[src/rtl/pe_channel_packer.sv]
// Packs OUT_CHANNEL serial channel beats into one wide pixel and queues pixels in a 2-entry FIFO.
// Optional sticky drop indicator: define PE_CHANNEL_PACKER_OVERFLOW_FLAG_EN to add the overflow output.
module pe_channel_packer #(
    parameter  int DATA_WIDTH  = 16,
    parameter  int OUT_CHANNEL = 32,
    localparam int CW          = $clog2(OUT_CHANNEL),
    localparam int PW          = DATA_WIDTH * OUT_CHANNEL
) (
    input  logic                  clk,
    input  logic                  rst_n,
    input  logic [DATA_WIDTH-1:0] i_data,
    input  logic                  i_valid,
    output logic [PW-1:0]         o_data,
    output logic                  o_valid,
    input  logic                  o_ready,
    output logic                  stall,
`ifdef PE_CHANNEL_PACKER_OVERFLOW_FLAG_EN
    output logic                  overflow,
`endif
    output logic [CW-1:0]         ch_idx
);

    localparam logic [CW-1:0] LAST_CH = CW'(OUT_CHANNEL - 1);

    logic [CW-1:0] ch_cnt_q, ch_cnt_d;
    logic [PW-1:0] asm_q, asm_d;
    logic [PW-1:0] mem_q [2];
    logic          wr_ptr_q, wr_ptr_d;
    logic          rd_ptr_q, rd_ptr_d;
    logic [1:0]    count_q, count_d;
    logic          o_valid_q, o_valid_d;
    logic          stall_q, stall_d;

    logic          last_beat;
    logic          pop;
    logic          push_ok;
    logic          drop;
    logic [PW-1:0] pixel;

    assign last_beat = i_valid && (ch_cnt_q == LAST_CH);
    assign pop       = o_valid_q && o_ready;
    assign push_ok   = last_beat && ((count_q != 2'd2) || pop);
    assign drop      = last_beat && (count_q == 2'd2) && !pop;

    // The final channel bypasses the assembly register so the pixel is pushed on its own beat.
    assign pixel = {i_data, asm_q[PW-DATA_WIDTH-1:0]};

    genvar gi;
    generate
        for (gi = 0; gi < OUT_CHANNEL; gi++) begin : g_slot
            assign asm_d[gi*DATA_WIDTH +: DATA_WIDTH] =
                (i_valid && (ch_cnt_q == CW'(gi))) ? i_data : asm_q[gi*DATA_WIDTH +: DATA_WIDTH];
        end
    endgenerate

    always_comb begin
        ch_cnt_d = ch_cnt_q;
        if (i_valid) begin
            ch_cnt_d = (ch_cnt_q == LAST_CH) ? '0 : ch_cnt_q + 1'b1;
        end

        wr_ptr_d = wr_ptr_q ^ push_ok;
        rd_ptr_d = rd_ptr_q ^ pop;

        count_d = count_q;
        case ({push_ok, pop})
            2'b10:   count_d = count_q + 2'd1;
            2'b01:   count_d = count_q - 2'd1;
            default: count_d = count_q;
        endcase

        o_valid_d = (count_d != 2'd0);
        stall_d   = (count_d == 2'd2);
    end

    always_ff @(posedge clk or negedge rst_n) begin
        if (!rst_n) begin
            ch_cnt_q  <= '0;
            wr_ptr_q  <= 1'b0;
            rd_ptr_q  <= 1'b0;
            count_q   <= 2'd0;
            o_valid_q <= 1'b0;
            stall_q   <= 1'b0;
        end else begin
            ch_cnt_q  <= ch_cnt_d;
            wr_ptr_q  <= wr_ptr_d;
            rd_ptr_q  <= rd_ptr_d;
            count_q   <= count_d;
            o_valid_q <= o_valid_d;
            stall_q   <= stall_d;
        end
    end

    // Data storage is deliberately left out of reset; only the control state is cleared.
    always_ff @(posedge clk) begin
        asm_q <= asm_d;
        if (push_ok) begin
            mem_q[wr_ptr_q] <= pixel;
        end
    end

`ifdef PE_CHANNEL_PACKER_OVERFLOW_FLAG_EN
    logic overflow_q, overflow_d;

    always_comb begin
        overflow_d = overflow_q | drop;
    end

    always_ff @(posedge clk or negedge rst_n) begin
        if (!rst_n) begin
            overflow_q <= 1'b0;
        end else begin
            overflow_q <= overflow_d;
        end
    end

    assign overflow = overflow_q;
`else
    logic unused_drop;
    assign unused_drop = drop;
`endif

    assign o_data  = mem_q[rd_ptr_q];
    assign o_valid = o_valid_q;
    assign stall   = stall_q;
    assign ch_idx  = ch_cnt_q;

endmodule

[config.mk]
export PLATFORM = sky130hd
export DESIGN_NAME = pe_channel_packer
export DESIGN_NICKNAME = d
export VERILOG_FILES = /design/src/rtl/pe_channel_packer.sv
export SDC_FILE = /design/constraint.sdc
export NUM_CORES = 1
export LEC_CHECK = 0
export CAP_MARGIN = 30
export CORE_MARGIN = 10
export CORE_UTILIZATION = 49
export CTS_BUF_LIST = sky130_fd_sc_hd__clkbuf_2 sky130_fd_sc_hd__clkbuf_4 sky130_fd_sc_hd__clkbuf_8
export CTS_CLUSTER_SIZE = 8
export DETAILED_ROUTE_END_ITERATION = 10
export GPL_TIMING_DRIVEN = 0
export PLACE_DENSITY = 0.8
export SLEW_MARGIN = 10
export SYNTH_ARGS = -nofsm -noshare
export SYNTH_HDL_FRONTEND = slang
export SYNTH_SLANG_ARGS = --single-unit
[constraint.sdc]
create_clock -name clk -period 17.3 [get_ports clk]
set_clock_uncertainty 0.15 [all_clocks]
set_input_delay 4.325 -clock clk [delete_from_list [all_inputs] [get_ports clk]]
set_output_delay 4.325 -clock clk [all_outputs]
set_load 0.03 [all_outputs]
### After elaboration in Yosys (flattened, before gate mapping)

Memories as Yosys holds them, arrays and structs flattened.
Index checks and enable logic that the tools add are counted.

* memories kept: 1
* logic and storage cells: 119
* register bits: 507
* RAM bits: 1024
* output and inout port bits: 519
* input port bits: 20

* reduce and logical (&&, ||, !) cells: 37
* equality and inequality tests: 35
* bitwise operators: 2
* multiplexer cells: 4
* add/subtract/negate cells: 3

Memory list
* mem_q: depth 2, width 512, read ports 1, clocked after memory_dff 0, wr ports 1, RTL line 27 `logic [PW-1:0] mem_q [2];`

Operators by type and width (number)
* $eq 5x5->1 const B: 16
* $eq 5x4->1 const B: 8
* $logic_and 1x1->1: 34
* $eq 5x3->1 const B: 4
* $eq 5x2->1 const B: 2
* $add 5x1->5 const B: 1
* $eq 5x1->1 const B: 1
* $logic_not 5->1: 1
* $mux 5: 1
* $eq 2x2->1 const B: 2
* $pmux 2 s2: 1
* $add 2x1->2 const B: 1
* $eq 2x1->1 const B: 1
* $mux 1: 2
* $ne 2x2->1 const B: 1
* $reduce_bool 2->1: 1
* $sub 2x1->2 const B: 1
* $xor 1x1->1: 2
* $logic_or 1x1->1: 1

### Depth between registers and ports, before layout

Gate-level depths: netlist of run 1.

* depth after elaboration: 6
* mapped depth: 7

### Worst setup path before layout of run 1

OpenSTA, ideal clock, no wires.

* path type: in2reg
* start: input port i_valid
* end: memory mem_q[1][0] in the netlist's numbering, enable pin
* cell stages on the path: 4
* slack: -0.291 ns
* library setup time: 0.947 ns
* path buffers: 1
* required time: 16.203 ns
* data arrival time: 16.494 ns
* cell sequence: buf_2 -> nand2_1 -> a21oi_1 -> ha_1

* cells in the longest elaborated chain, start to end: 4

RTL lines
* start: declaration: RTL line 12 `input logic i_valid,`
* $logic_and 1x1->1
* $logic_and 1x1->1: RTL line 42 `assign push_ok = last_beat && ((count_q != 2'd2) || pop);`
* $mux 1: RTL line 97 `if (push_ok) begin`
* $mux 1 (implied by the code): RTL line 98 `mem_q[wr_ptr_q] <= pixel;`
* end: declaration: RTL line 27

Every way passes these cells.

### Worst setup path after layout of run 1

* start: register rd_ptr_q
* end: output port o_data[237]

* cells in the longest elaborated chain, start to end: 1

RTL lines
* start: declaration: RTL line 29 `logic rd_ptr_q, rd_ptr_d;`
* start signal: assignment: RTL line 87 `rd_ptr_q <= rd_ptr_d;`
* $mem_v2 2x512
* end: declaration: RTL line 13 `output logic [PW-1:0] o_data,`

Every way passes these cells.

==> flow_metrics.env, run 1 <==
export IMPL_viasPerCell=5.335
export IMPL_hpwl_um=77670
export IMPL_r2r_start="ch_idx[0]"
export IMPL_core_mm2=0.1071
export IMPL_relSlewSlack_pct=36.29
export IMPL_synth_seq_cells=1531
export IMPL_die_y_um=348.5
export IMPL_maxCapViolations=0
export IMPL_dr_pass1_iters=5
export IMPL_fin_hold_ws_ns=0.2651
export IMPL_gp_congestion=0.7418
export IMPL_cp_arrival_ns=2.96
export IMPL_grt_overflow=0
export IMPL_drive_gt1_share_pct=31.81
export IMPL_track_usage_pct=20.44
export IMPL_post_cts_resized=0
export IMPL_hold_violations=0
export IMPL_netlist_instances=2205
export IMPL_synthesis_nets=2233
export IMPL_grt_pass1_vias=25730
export IMPL_min_to="mem_q[0][475]"
export IMPL_io_buffer_count=537
export IMPL_avgRoutedWirePerCell_um=27.57
export IMPL_grt_max_degree=58
export IMPL_hp_class="reg2reg"
export IMPL_nFillCells=7168
export IMPL_setup_viol=0
export IMPL_cts_root_buf="clkbuf_8"
export IMPL_start_util_pct=49.40
export IMPL_power_density_mw_per_mm2=152.5
export IMPL_postSynth_asyncResetShare_pct=0.7185
export IMPL_clkSinkCount=1531
export IMPL_worst_slew_pin_slew_ns=0.9556
export IMPL_synth_area_mm2=0.05288
export IMPL_die_area_mm2=0.1215
export IMPL_clk_latency_ns=0.90
export IMPL_hold_start="asm_q[475]"
export IMPL_rsz0062_at_grt="no"
export IMPL_cts_tree="yes"
export IMPL_avgSynthCellArea_um2=23.98
export IMPL_vias=24300
export IMPL_critPathLaunchType="flop"
export IMPL_grt_pass1_wl_um=177800
export IMPL_synth_cell_types=27
export IMPL_wl_um=125600
export IMPL_htree_levels=4
export IMPL_synthToLayoutAreaGrowth_pct=23.23
export IMPL_fmax_mhz=134.6
export IMPL_cp_max_fo=10
export IMPL_clock_path_buffers=3
export IMPL_worst_endpoint_required_ns=12.83
export IMPL_postCtsSetupBuffers=0
export IMPL_synth_edf_count=1520
export IMPL_r2r_cells=10
export IMPL_rows=120
export IMPL_reg2reg_slack_ns=13.19
export IMPL_critPathCaptureType="output pin"
export IMPL_status="finished, final reports clean"
export IMPL_cts_buffers_inserted=227
export IMPL_synth_warnings=0
export IMPL_reg2reg_to="mem_q[1][493]"
export IMPL_power_mw=9.934
export IMPL_synth_main_ff_cell="edfxtp_1"
export IMPL_die_width_um=348.5
export IMPL_irDropWorstVdd_uv=123.3
export IMPL_post_route_period_util_pct=42.95
export IMPL_path_class="reg2out"
export IMPL_ys_seq_area_share_pct=86.84
export IMPL_drt_iter0_markers=2335
export IMPL_period_minus_slack_ns=7.431
export IMPL_leakage_nw=21.16
export IMPL_antenna_found_initial=12
export IMPL_ant_nets=0
export IMPL_drc=0
export IMPL_ctsHoldBuffers=0
export IMPL_path_clk_slew_ns=0.06
export IMPL_ios=539
export IMPL_layout_nets=3056
export IMPL_holdPathStages=0
export IMPL_slew_violations=0
flip-flops by register name (all words and copies together), names as in the netlist:
register,count
o_valid,1
wr_ptr_q,1
ch_idx,5
stall,1
asm_q,496
rd_ptr_q,1
count_q,2
mem_q,1024
logic make-up after synthesis:
| kind of cell | Yosys count | share of synthesized area [%] |
|---|---|---|
| adders and majority gates | 8 | 0.1893 |
| DFF | 1531 | 86.84 |
| AOI/OAI and AO/OA | 13 | 0.1514 |
| buffers and inverters | 71 | 1.275 |
| muxes | 517 | 11.00 |
| xor gates and xnor gates | 2 | 0.03313 |
| and+or+nand+nor | 63 | 0.5158 |
worst max-delay path by stage:
stage	start	endpoint	slack [ns]	cells past startpoint
after global placement	o_ready	mem_q[0][330]	-7.94	4
after global routing	rd_ptr_q	o_data[238]	9.66	5
after CTS	rd_ptr_q	o_data[237]	9.68	5
after detailed placement	o_ready	mem_q[1][330]	9.50	8
after floorplan	i_valid	mem_q[1][0]	-0.29	4
final	rd_ptr_q	o_data[237]	9.87	5
cells in the mapped netlist (2+ instances only):
cell type	n	area share, %
a21oi_1	5	0.047
clkbuf_1	2	0.014
buf_6	53	1.1
nor2_1	28	0.20
mux2_2	513	11
mux2i_1	4	0.076
o22ai_1	2	0.024
xnor2_1	2	0.033
buf_2	8	0.076
inv_1	8	0.057
dfrtp_1	11	0.52
edfxtp_1	1520	86
nand2_1	16	0.11
nor3_1	5	0.047
o21ai_0	2	0.019
and2_1	2	0.024
ha_1	8	0.19
nand3_1	7	0.066
routing by layer:
metal	wire length (um)	global-route usage [%]	vias to the layer above	part of all wire, %
li1	-	-	10460	-
met1	47020	25.38	12490	37
met2	62750	34.10	1192	50
met3	13520	7.150	157	11
met4	2286	5.361	2	1.8
met5	10	0	-	0.0080
cells in the final DEF (no fill, tap or decap), types with 2 or more instances in the layout:
master           count
a21oi_1              5
and2_1               2
buf_12               6
buf_16              18
buf_2                8
buf_4               26
buf_6               54
buf_8               22
clkbuf_1             2
clkbuf_4            72
clkbuf_8           232
clkdlybuf4s50_1    521
clkinv_1            26
clkinv_2             5
clkinvlp_4           3
dfrtp_1             11
diode_2              5
edfxtp_1          1520
ha_1                 6
ha_4                 2
inv_1                8
inv_12               3
inv_6                3
mux2_2             513
mux2i_1              4
nand2_1             16
nand3_1              7
nor2_1               4
nor2_2              22
nor2_4               2
nor3_2               5
o21ai_0              2
o22ai_1              2
xnor2_1              2
power breakdown:
group | switching [mW] | total [mW] | leakage [nW] | internal, mW
registers | 0.0524 | 4.33 | 13.8 | 4.28
clock network | 1.28 | 2.67 | 2.13 | 1.39
logic | 1.72 | 2.94 | 5.22 | 1.22
cell type report:
class,count,area [um^2],area share (%)
inverter,8,30.03,0.04608
timing repair buffer,594,6367,9.772
buffer,63,644.4,0.9889
clock buffer,304,3734,5.730
sequential,1531,45920,70.47
clock inverter,44,286.5,0.4397
multi-input combinational,603,6414,9.843
tap,1403,1755,2.694
antenna,5,12.51,0.01920
through the flow:
step                area [um^2]  utilization (%)  instances  worst slack [ns]  TNS (ns)
floorplan                 52880                -       2205           -0.2907   -297.57
global placement          60010            56.06       4145            -7.935  -8032.01
detailed placement        61130            57.10       4202             9.501         0
CTS                       65150            60.86       4550             9.678         0
global route              65150            60.86       4551             9.662         0
finish                    65160            60.87       4555             9.869         0
worst max-delay path, cell delays in order, from the launching register on:
cell and delay [ns]:
dfrtp_1 0.34, buf_6 0.17, buf_6 0.26, buf_6 0.23
mux2_2 0.35, clkdlybuf4s50_1 0.72
No activity file was read; power rests on OpenSTA's default activity.
==> run 2: changes to the inputs <==
--- a/config.mk
+++ b/config.mk
@@ -12,7 +12,7 @@
 export CTS_CLUSTER_SIZE = 8
 export DETAILED_ROUTE_END_ITERATION = 10
 export GPL_TIMING_DRIVEN = 0
-export PLACE_DENSITY = 0.8
+export PLACE_DENSITY = 0.83
 export SLEW_MARGIN = 10
 export SYNTH_ARGS = -nofsm -noshare
 export SYNTH_HDL_FRONTEND = slang
==> constraint.sdc (replaced) <==
create_clock -name clk -period 6.8 [get_ports clk]
set_clock_uncertainty 0.15 [all_clocks]
set_input_delay 1.7 -clock clk [delete_from_list [all_inputs] [get_ports clk]]
set_output_delay 1.7 -clock clk [all_outputs]
set_load 0.03 [all_outputs]
==> run 2 against run 1 <==
Effect of this change: register-to-register slack worse by 11 ns; largest power group unchanged; largest cell class unchanged; sequential power rose to 2.5 times the previous value; sequential share of layout area decreased by 0.29 points; sequential cell count unchanged; final area is 0.42% higher; die area unchanged; non-clock buffer count stayed put; global-route usage up 0.075 points; clock power rose to 2.7 times the previous value; cell count rose by 0.40%; total power increased to 2.6 times the previous value; hold slack gained 0.0084 ns.
==> flow_metrics.env, run 2 (synthesized netlist as in run 1, its figures left out) <==
export IMPL_tns_ns=0
export IMPL_avgRoutedWirePerCell_um=27.70
export IMPL_fmax_mhz=209.3
export IMPL_cp_max_fo=10
export IMPL_reg2reg_to="mem_q[0][331]"
export IMPL_dr_pass1_iters=5
export IMPL_grt_pass1_wl_um=178400
export IMPL_p_comb_share_pct=29.3
export IMPL_wl_um=126700
export IMPL_setup_viol=0
export IMPL_vias=24430
export IMPL_postCtsSetupBuffers=0
export IMPL_period_minus_slack_ns=4.777
export IMPL_power_density_mw_per_mm2=391.2
export IMPL_synthToLayoutAreaGrowth_pct=23.74
export IMPL_cts_buffers_inserted=232
export IMPL_swShare_pct=30.61
export IMPL_nFillCells=7056
export IMPL_core_mm2=0.1071
export IMPL_drc=0
export IMPL_irDropWorstVdd_uv=344.3
export IMPL_htree_levels=4
export IMPL_worst_path_buf_inv=4
export IMPL_track_usage_pct=20.52
export IMPL_clkSinkCount=1531
export IMPL_ant_nets=0
export IMPL_leakage_nw=21.29
export IMPL_ctsHoldBuffers=0
export IMPL_grt_pass1_vias=25990
export IMPL_r2r_start="ch_idx[0]"
export IMPL_seqPwrFrac_pct=43.0
export IMPL_cp_arrival_ns=2.93
export IMPL_post_route_period_util_pct=70.25
export IMPL_p_int_mw=17.76
export IMPL_hpwl_um=80180
export IMPL_critPathCaptureType="output pin"
export IMPL_timing_critical_path_from="rd_ptr_q"
export IMPL_start_util_pct=49.40
export IMPL_post_cts_resized=0
export IMPL_grt_overflow=0
export IMPL_slew_violations=0
export IMPL_p_sw_mw=7.837
export IMPL_endpoint="o_data[65]"
export IMPL_clock_path_buffers=3
export IMPL_crit_family="buffers and inverters"
export IMPL_crit_cells=5
export IMPL_gp_congestion=0.7686
export IMPL_die_area_mm2=0.1215
export IMPL_grt_max_degree=58
export IMPL_ios=539
export IMPL_clockPowerShare_pct=27.7
export IMPL_reg2reg_slack_ns=2.49
export IMPL_drt_iter0_markers=2405
export IMPL_path_class="reg2out"
export IMPL_status="finished, final reports clean"
export IMPL_layout_commonest_cell="edfxtp_1"
export IMPL_hold_violations=0
export IMPL_die_y_um=348.5
export IMPL_worst_endpoint_required_ns=4.95
export IMPL_relSlewSlack_pct=44.56
export IMPL_viasPerCell=5.343
export IMPL_rsz0062_at_grt="no"
export IMPL_largest_reg_flops=1024
export IMPL_cts_root_buf="clkbuf_8"
export IMPL_layout_nets=3061
export IMPL_hp_class="reg2reg"
export IMPL_rows=120
export IMPL_clk_latency_ns=0.87
export IMPL_critPathLaunchType="flop"
export IMPL_layout_common_cells="edfxtp_1 (1520), clkdlybuf4s50_1 (521), mux2_2 (513)"
export IMPL_io_buffer_count=537
export IMPL_die_width_um=348.5
export IMPL_drive_gt1_share_pct=32.21
export IMPL_r2r_cells=10
export IMPL_path_cells="buf_6, buf_6, buf_6, mux2_2, clkdlybuf4s50_1"
export IMPL_max_stage_delay_ns=0.67
export IMPL_antenna_found_initial=11
export IMPL_power_mw=25.60
export IMPL_timing_critical_path_mode_cell="buf_6"
export IMPL_cts_tree="yes"
export IMPL_path_clk_slew_ns=0.06
export IMPL_worst_slew_pin_slew_ns=0.8316
export IMPL_top_register="mem_q"
export IMPL_slowest_stage="clkdlybuf4s50_1"
export IMPL_maxCapViolations=0
[run 2: power by group through the flow]
stage | Clock (mW) | Combinational [mW] | Sequential [mW]
after global placement | 0 | 7.35 | 11.4
after detailed placement | 0 | 7.54 | 11.2
after global routing | 7.63 | 7.80 | 11.1
after floorplan | 0 | 4.41 | 11.3
final | 7.09 | 7.49 | 11.0
after CTS | 7.24 | 7.59 | 11.0
[run 2: metal layers]
metal  part of all wire [%]  global-route usage (%)  vias up
li1                       -                       -    10470
met1                     36                   24.17    12540
met2                     50                   34.22     1212
met3                     11                   7.915      210
met4                    2.8                   7.289        2
met5                  0.010                       0        -
[run 2: layout make-up]
class	count	area, um^2	share of cell area (%)
Timing Repair Buffer	594	6390	9.765
Clock inverter	52	422.9	0.6463
Clock buffer	316	3842	5.872
Multi-Input combinational cell	603	6424	9.817
Antenna cell	3	7.507	0.01147
Inverter	8	30.03	0.04589
Buffer	63	644.4	0.9847
Sequential cell	1531	45920	70.17
Tap cell	1403	1755	2.683
[run 2: metrics by stage]
| stage | utilization [%] | instances | hold WS [ns] | setup WS [ns] | cell area [um^2] |
|---|---|---|---|---|---|
| floorplan | - | 2205 | 0.2715 | -2.505 | 52890 |
| global placement | 56.06 | 4145 | 0.2715 | -6.650 | 60020 |
| detailed placement | 57.13 | 4202 | 0.2790 | 1.597 | 61160 |
| CTS | 61.12 | 4570 | 0.2689 | 1.853 | 65430 |
| global route | 61.12 | 4571 | 0.2867 | 1.875 | 65430 |
| finish | 61.12 | 4573 | 0.2734 | 2.023 | 65440 |
[run 2: worst min-delay path by stage]
stage / end / from / slack (ns) / depth (start not counted)
floorplan: mem_q[0][0] / asm_q[0] / 0.27 / 0
global placement: mem_q[0][26] / asm_q[26] / 0.27 / 0
detailed placement: mem_q[0][370] / asm_q[370] / 0.28 / 0
finish: mem_q[1][249] / asm_q[249] / 0.27 / 0
CTS: mem_q[0][293] / asm_q[293] / 0.27 / 0
global route: mem_q[1][394] / asm_q[394] / 0.29 / 0
